==> src/rtl/cpu_ctrl_pkg.sv <==
// Shared opcode map, ALU codes, FSM states and instruction layout for the
// multi-cycle CPU control unit.
package cpu_ctrl_pkg;

    localparam int unsigned AWIDTH_DEF = 12;
    localparam int unsigned DWIDTH_DEF = 16;
    localparam int unsigned INSTR_W    = 16;
    localparam int unsigned OPC_W      = 4;
    localparam int unsigned RSEL_W     = 2;
    localparam int unsigned IMM_W      = 8;
    localparam int unsigned ALUOP_W    = 2;
    localparam int unsigned RET_W      = 16;

    localparam logic [OPC_W-1:0] OP_ADD  = 4'h0;
    localparam logic [OPC_W-1:0] OP_SUB  = 4'h1;
    localparam logic [OPC_W-1:0] OP_AND  = 4'h2;
    localparam logic [OPC_W-1:0] OP_OR   = 4'h3;
    localparam logic [OPC_W-1:0] OP_ADDI = 4'h4;
    localparam logic [OPC_W-1:0] OP_ANDI = 4'h5;
    localparam logic [OPC_W-1:0] OP_JMP  = 4'h8;
    localparam logic [OPC_W-1:0] OP_BNZ  = 4'h9;
    localparam logic [OPC_W-1:0] OP_HALT = 4'hF;

    localparam logic [ALUOP_W-1:0] ALU_ADD = 2'b00;
    localparam logic [ALUOP_W-1:0] ALU_SUB = 2'b01;
    localparam logic [ALUOP_W-1:0] ALU_AND = 2'b10;
    localparam logic [ALUOP_W-1:0] ALU_OR  = 2'b11;

    typedef enum logic [2:0] {
        S_IDLE   = 3'd0,
        S_FETCH  = 3'd1,
        S_DECODE = 3'd2,
        S_EXEC   = 3'd3,
        S_WB     = 3'd4,
        S_HALT   = 3'd5
    } state_t;

    typedef struct packed {
        logic [OPC_W-1:0]  opcode;
        logic [RSEL_W-1:0] rd;
        logic [RSEL_W-1:0] rs;
        logic [IMM_W-1:0]  imm;
    } instr_t;

endpackage

==> src/rtl/cpu_ctrl_decode.sv <==
// Combinational opcode decode into ALU controls and instruction class flags.
module cpu_ctrl_decode
    import cpu_ctrl_pkg::*;
(
    input  logic [OPC_W-1:0]   opcode,
    output logic [ALUOP_W-1:0] alu_op,
    output logic               alu_src_imm,
    output logic               writes_rd,
    output logic               is_jmp,
    output logic               is_bnz,
    output logic               is_halt
);

    // Unlisted opcodes fall through as NOPs with all flags low.
    always_comb begin
        alu_op      = ALU_ADD;
        alu_src_imm = 1'b0;
        writes_rd   = 1'b0;
        is_jmp      = 1'b0;
        is_bnz      = 1'b0;
        is_halt     = 1'b0;
        case (opcode)
            OP_ADD: begin
                alu_op    = ALU_ADD;
                writes_rd = 1'b1;
            end
            OP_SUB: begin
                alu_op    = ALU_SUB;
                writes_rd = 1'b1;
            end
            OP_AND: begin
                alu_op    = ALU_AND;
                writes_rd = 1'b1;
            end
            OP_OR: begin
                alu_op    = ALU_OR;
                writes_rd = 1'b1;
            end
            OP_ADDI: begin
                alu_op      = ALU_ADD;
                alu_src_imm = 1'b1;
                writes_rd   = 1'b1;
            end
            OP_ANDI: begin
                alu_op      = ALU_AND;
                alu_src_imm = 1'b1;
                writes_rd   = 1'b1;
            end
            OP_JMP:  is_jmp  = 1'b1;
            OP_BNZ:  is_bnz  = 1'b1;
            OP_HALT: is_halt = 1'b1;
            default: ;
        endcase
    end

endmodule

==> src/rtl/cpu_ctrl.sv <==
// Multi-cycle control unit: FETCH/DECODE/EXEC/WB sequencing, PC, IR, halt
// state and retired-instruction counter for the four-register CPU.
module cpu_ctrl
    import cpu_ctrl_pkg::*;
#(
    parameter int unsigned AWIDTH = AWIDTH_DEF,
    parameter int unsigned DWIDTH = DWIDTH_DEF
) (
    input  logic                clk,
    input  logic                rst,
    input  logic                en_in,
    input  logic [DWIDTH-1:0]   instr,
    input  logic                rd_zero,
    output logic                rom_en,
    output logic [AWIDTH-1:0]   pc,
    output logic [RSEL_W-1:0]   rd_sel,
    output logic [RSEL_W-1:0]   rs_sel,
    output logic [IMM_W-1:0]    imm,
    output logic [ALUOP_W-1:0]  alu_op,
    output logic                alu_src_imm,
    output logic                rf_we,
    output logic                halted,
    output logic [RET_W-1:0]    retired
);

    state_t            state;
    state_t            next_state;
    logic [DWIDTH-1:0] ir;
    instr_t            ir_f;
    logic              taken;
    logic              writes_rd;
    logic              is_jmp;
    logic              is_bnz;
    logic              is_halt;

    assign ir_f   = instr_t'(ir[INSTR_W-1:0]);
    assign rd_sel = ir_f.rd;
    assign rs_sel = ir_f.rs;
    assign imm    = ir_f.imm;
    assign halted = (state == S_HALT);

    cpu_ctrl_decode u_decode (
        .opcode      (ir_f.opcode),
        .alu_op      (alu_op),
        .alu_src_imm (alu_src_imm),
        .writes_rd   (writes_rd),
        .is_jmp      (is_jmp),
        .is_bnz      (is_bnz),
        .is_halt     (is_halt)
    );

    always_ff @(posedge clk) begin
        if (rst) begin
            state <= S_IDLE;
        end else begin
            state <= next_state;
        end
    end

    // Strobes are gated by rst so an instruction caught by reset never writes.
    always_comb begin
        next_state = state;
        rom_en     = 1'b0;
        rf_we      = 1'b0;
        if (en_in && !rst) begin
            case (state)
                S_IDLE:   next_state = S_FETCH;
                S_FETCH: begin
                    rom_en     = 1'b1;
                    next_state = S_DECODE;
                end
                S_DECODE: next_state = S_EXEC;
                S_EXEC:   next_state = S_WB;
                S_WB: begin
                    rf_we      = writes_rd;
                    next_state = is_halt ? S_HALT : S_FETCH;
                end
                S_HALT:   next_state = S_HALT;
                default:  next_state = S_IDLE;
            endcase
        end
    end

    // PC, IR, branch flag and retire counter only move while enabled.
    always_ff @(posedge clk) begin
        if (rst) begin
            pc      <= '0;
            ir      <= '0;
            retired <= '0;
            taken   <= 1'b0;
        end else if (en_in) begin
            case (state)
                S_DECODE: ir    <= instr;
                S_EXEC:   taken <= !rd_zero;
                S_WB: begin
                    retired <= retired + RET_W'(1);
                    if (!is_halt) begin
                        if (is_jmp || (is_bnz && taken)) begin
                            pc <= AWIDTH'(ir_f.imm);
                        end else begin
                            pc <= pc + AWIDTH'(1);
                        end
                    end
                end
                default: ;
            endcase
        end
    end

endmodule

==> config.mk <==
export PLATFORM = sky130hd
export DESIGN_NAME = cpu_ctrl
export DESIGN_NICKNAME = d
export VERILOG_FILES = /design/src/rtl/cpu_ctrl_pkg.sv /design/src/rtl/cpu_ctrl_decode.sv /design/src/rtl/cpu_ctrl.sv
export SDC_FILE = /design/constraint.sdc
export NUM_CORES = 1
export LEC_CHECK = 0
export CORE_UTILIZATION = 32
export CTS_BUF_LIST = sky130_fd_sc_hd__clkbuf_16
export CTS_CLUSTER_SIZE = 20
export DETAILED_ROUTE_END_ITERATION = 12
export RECOVER_POWER = 50
export SLEW_MARGIN = 10
export SYNTH_ARGS = -nofsm -noshare
export SYNTH_HDL_FRONTEND = slang
export SYNTH_SLANG_ARGS = --single-unit
==> constraint.sdc <==
create_clock -name clk -period 2.04 [get_ports clk]
set_input_delay 0.306 -clock clk [delete_from_list [all_inputs] [get_ports clk]]
set_output_delay 0.306 -clock clk [all_outputs]
set_load 0.02 [all_outputs]
==> flow_metrics.env <==
export IMPL_synth_ff_type="dfxtp_1"
export IMPL_dr_pass1_iters=4
export IMPL_worstPathArrival_ns=1.65
export IMPL_clkSinkCount=48
export IMPL_layout_drive_gt1_share_pct=9.70
export IMPL_grt_antenna_before_repair=0
export IMPL_fin_skew_ns=0.00275
export IMPL_worstSkewPairLatency_ns=0.28
export IMPL_cp_max_fo=10
export IMPL_dieArea_um2=7830
export IMPL_cts_setup_buffers=0
export IMPL_synth_distinct_cells=45
export IMPL_final_hold_viol_count=0
export IMPL_n_antenna_cell=0
export IMPL_final_setup_viol_count=0
export IMPL_drtIter0Drc=160
export IMPL_top_layer_used="met4"
export IMPL_dr_wl_met2_um=2870
export IMPL_netlist_instances=301
export IMPL_routed_wl_um=6250
export IMPL_grt_usage_pct=16.7
export IMPL_synth_area_um2=2390
export IMPL_htree_num_levels=2
export IMPL_cp_cell_sequence="buf_4 -> nor3b_1 -> clkdlybuf4s50_1"
export IMPL_met3RoutedLength_um=273
export IMPL_grt_max_degree=26
export IMPL_numCtsBuffers=5
export IMPL_finalInstanceArea_um2=3330
export IMPL_async_reset_ff_share_pct=0
export IMPL_ys_seq_area_share_pct=40.1
export IMPL_cp_slowest_cell="clkdlybuf4s50_1"
export IMPL_port_buffers=65
export IMPL_wire_per_inst_um=13.3
export IMPL_period_minus_slack_ns=1.96
export IMPL_antenna_left=0
export IMPL_power_density_nw_per_um2=573
export IMPL_num_nets_final=392
export IMPL_yosys_register_bits=48
export IMPL_fin_crit_sh_pct=96.0
export IMPL_wl_met1_um=3060
export IMPL_fmax_ghz=0.511
export IMPL_synth_edf_count=0
export IMPL_ff2ff_path_depth=4
export IMPL_required_ns=1.73
export IMPL_setup_worst_path_start="ir[14]$_SDFFE_PP0P_"
export IMPL_grt_pass1_wl_um=10200
export IMPL_min_delay_path_class="reg2reg"
export IMPL_grt_pass1_vias=2113
export IMPL_grt_ovfl_total=0
export IMPL_cts_clk_slew_worst_paths_ns=0.06
export IMPL_row_count=31
export IMPL_maxCapViolCount=0
export IMPL_gp_congestion=0.835
export IMPL_slew_headroom_pct=70.6
export IMPL_num_vias=2303
export IMPL_reg2reg_from="retired[5]$_SDFFE_PP0P_"
export IMPL_drcViolationCount=0
export IMPL_synth_most_common_cell="nand2_1"
export IMPL_maxSlewViolCount=0
export IMPL_root_buffer="clkbuf_16"
export IMPL_max_slew_worst_pin_slew_ns=0.440
export IMPL_whs_ns=0.454
export IMPL_p_leak_uw=0.00126
export IMPL_yosysTopAreaCellShare_pct=40.1
export IMPL_clockBufferDepth=2
export IMPL_start_kind="flop"
export IMPL_placed_area_um2=3200
export IMPL_area_growth_pct=39.0
export IMPL_io_pins=66
export IMPL_vias_per_cell=4.90
export IMPL_die_x_um=88.5
export IMPL_synth_nets=323
export IMPL_hpwl_um=4550
export IMPL_start_util_pct=33.0
export IMPL_cpPeakStageDelay_ns=0.65
export IMPL_avgSynthCellArea_um2=7.95
export IMPL_finalSetupTns_ns=0
export IMPL_rsz0062_at_grt="no"
export IMPL_final_util_pct=45.9
export IMPL_ys_warn_count=0
export IMPL_die_h_um=88.5
export IMPL_synth_commonest_cells="nand2_1, dfxtp_1, a21oi_1"
export IMPL_setup_worst_path_end="alu_src_imm"
export IMPL_r2r_slack_ns=0.25
export IMPL_min_from="ir[11]$_SDFFE_PP0P_"
export IMPL_cp_end_kind="output pin"
export IMPL_coreArea_um2=7250
export IMPL_cts_tree="yes"
export IMPL_synth_area_top_cells="dfxtp_1, nand2_1, a21oi_1"
export IMPL_ir_drop_mv=0.269
export IMPL_status="finished clean"
export IMPL_crit_type="reg2out"
export IMPL_yosys_area_top_type="dfxtp_1"
export IMPL_worst_r2r_endpoint="retired[15]$_SDFFE_PP0P_"
export IMPL_power_uw=1910
-- state kept, by name, indices dropped and copies added, names as in the netlist --
| register | flops |
|---|---|
| retired | 16 |
| pc | 12 |
| ir | 16 |
| state | 3 |
| taken | 1 |
-- kinds of logic (layout without fill, tap and decap cells) --
| logic type | Yosys count | count (layout) | share of synthesized area [%] |
|---|---|---|---|
| fa+ha+maj | 2 | 2 | 1.05 |
| mux | 6 | 6 | 2.51 |
| compound gates | 67 | 67 | 15.9 |
| xor+xnor | 9 | 9 | 3.29 |
| flops | 48 | 48 | 40.1 |
| buf+inv | 34 | 104 | 7.89 |
| simple gates | 135 | 135 | 29.2 |
-- worst min-delay path by stage --
stage                     cells past startpoint                   to  slack [ns]
after floorplan                               1   taken$_SDFFE_PP0P_        0.42
after global placement                        2   ir[8]$_SDFFE_PP0P_        0.44
after detailed placement                      2  ir[10]$_SDFFE_PP0P_        0.45
after CTS                                     2  ir[11]$_SDFFE_PP0P_        0.46
after global routing                          2  ir[11]$_SDFFE_PP0P_        0.48
final                                         2  ir[11]$_SDFFE_PP0P_        0.45
-- final cells by class --
type | count | area [um^2]
clock inverter | 3 | 11.3
fill | 739 | 3930
clock buffer | 5 | 125
timing repair buffer | 92 | 841
inverter | 4 | 15.0
sequential | 48 | 961
tap | 99 | 124
multi-input combinational | 219 | 1250
-- routing by layer --
layer	GRT usage [%]	vias up
met5	0	-
met2	25.9	48
met1	23.5	1063
met4	4.40	0
li1	-	1190
met3	3.73	2
-- where the power goes --
part	switching, uW	leakage [uW]	internal, uW	total, uW
combinational	83.8	0.000803	82.9	167
clock	335	0.0000738	442	777
sequential	11.2	0.000388	951	962
-- layout by cell type, fill, tap and decap left out, drive strengths merged, types with 5 or more instances in the layout --
master	netlist	layout
nand2	52	52
mux2i	6	6
nand4	7	7
nand2b	7	7
buf	15	23
dlygate4sd3	0	28
o21ai	12	12
nor2	14	14
dfxtp	48	48
clkdlybuf4s50	0	34
inv	4	6
clkbuf	15	9
nand3	12	12
nor2b	5	5
or3	7	7
a21oi	38	38
xor2	5	5
-- worst max-delay path, delay by kind of cell, from the launching register on --
| kind | cells | cell delay, ns |
|---|---|---|
| buf+inv | 2 | 0.82 |
| simple gates | 1 | 0.20 |
| flops | 1 | 0.35 |
-- metrics by stage --
stage | instances | worst slack, ns
floorplan | 301 | 0.209
CTS | 470 | 0.0325
finish | 470 | 0.0821
detailed placement | 462 | -0.332
global placement | 462 | -0.337
global route | 470 | 0.00708
-- what timing repair did --
| item | CTS | global route |
|---|---|---|
| pin swaps | 0 | 0 |
| endpoints found under the setup margin | 2 | 1 |
| gates resized for setup | 3 | 1 |
| hold buffers | 0 | 0 |
(Power assumes the default switching activity.)
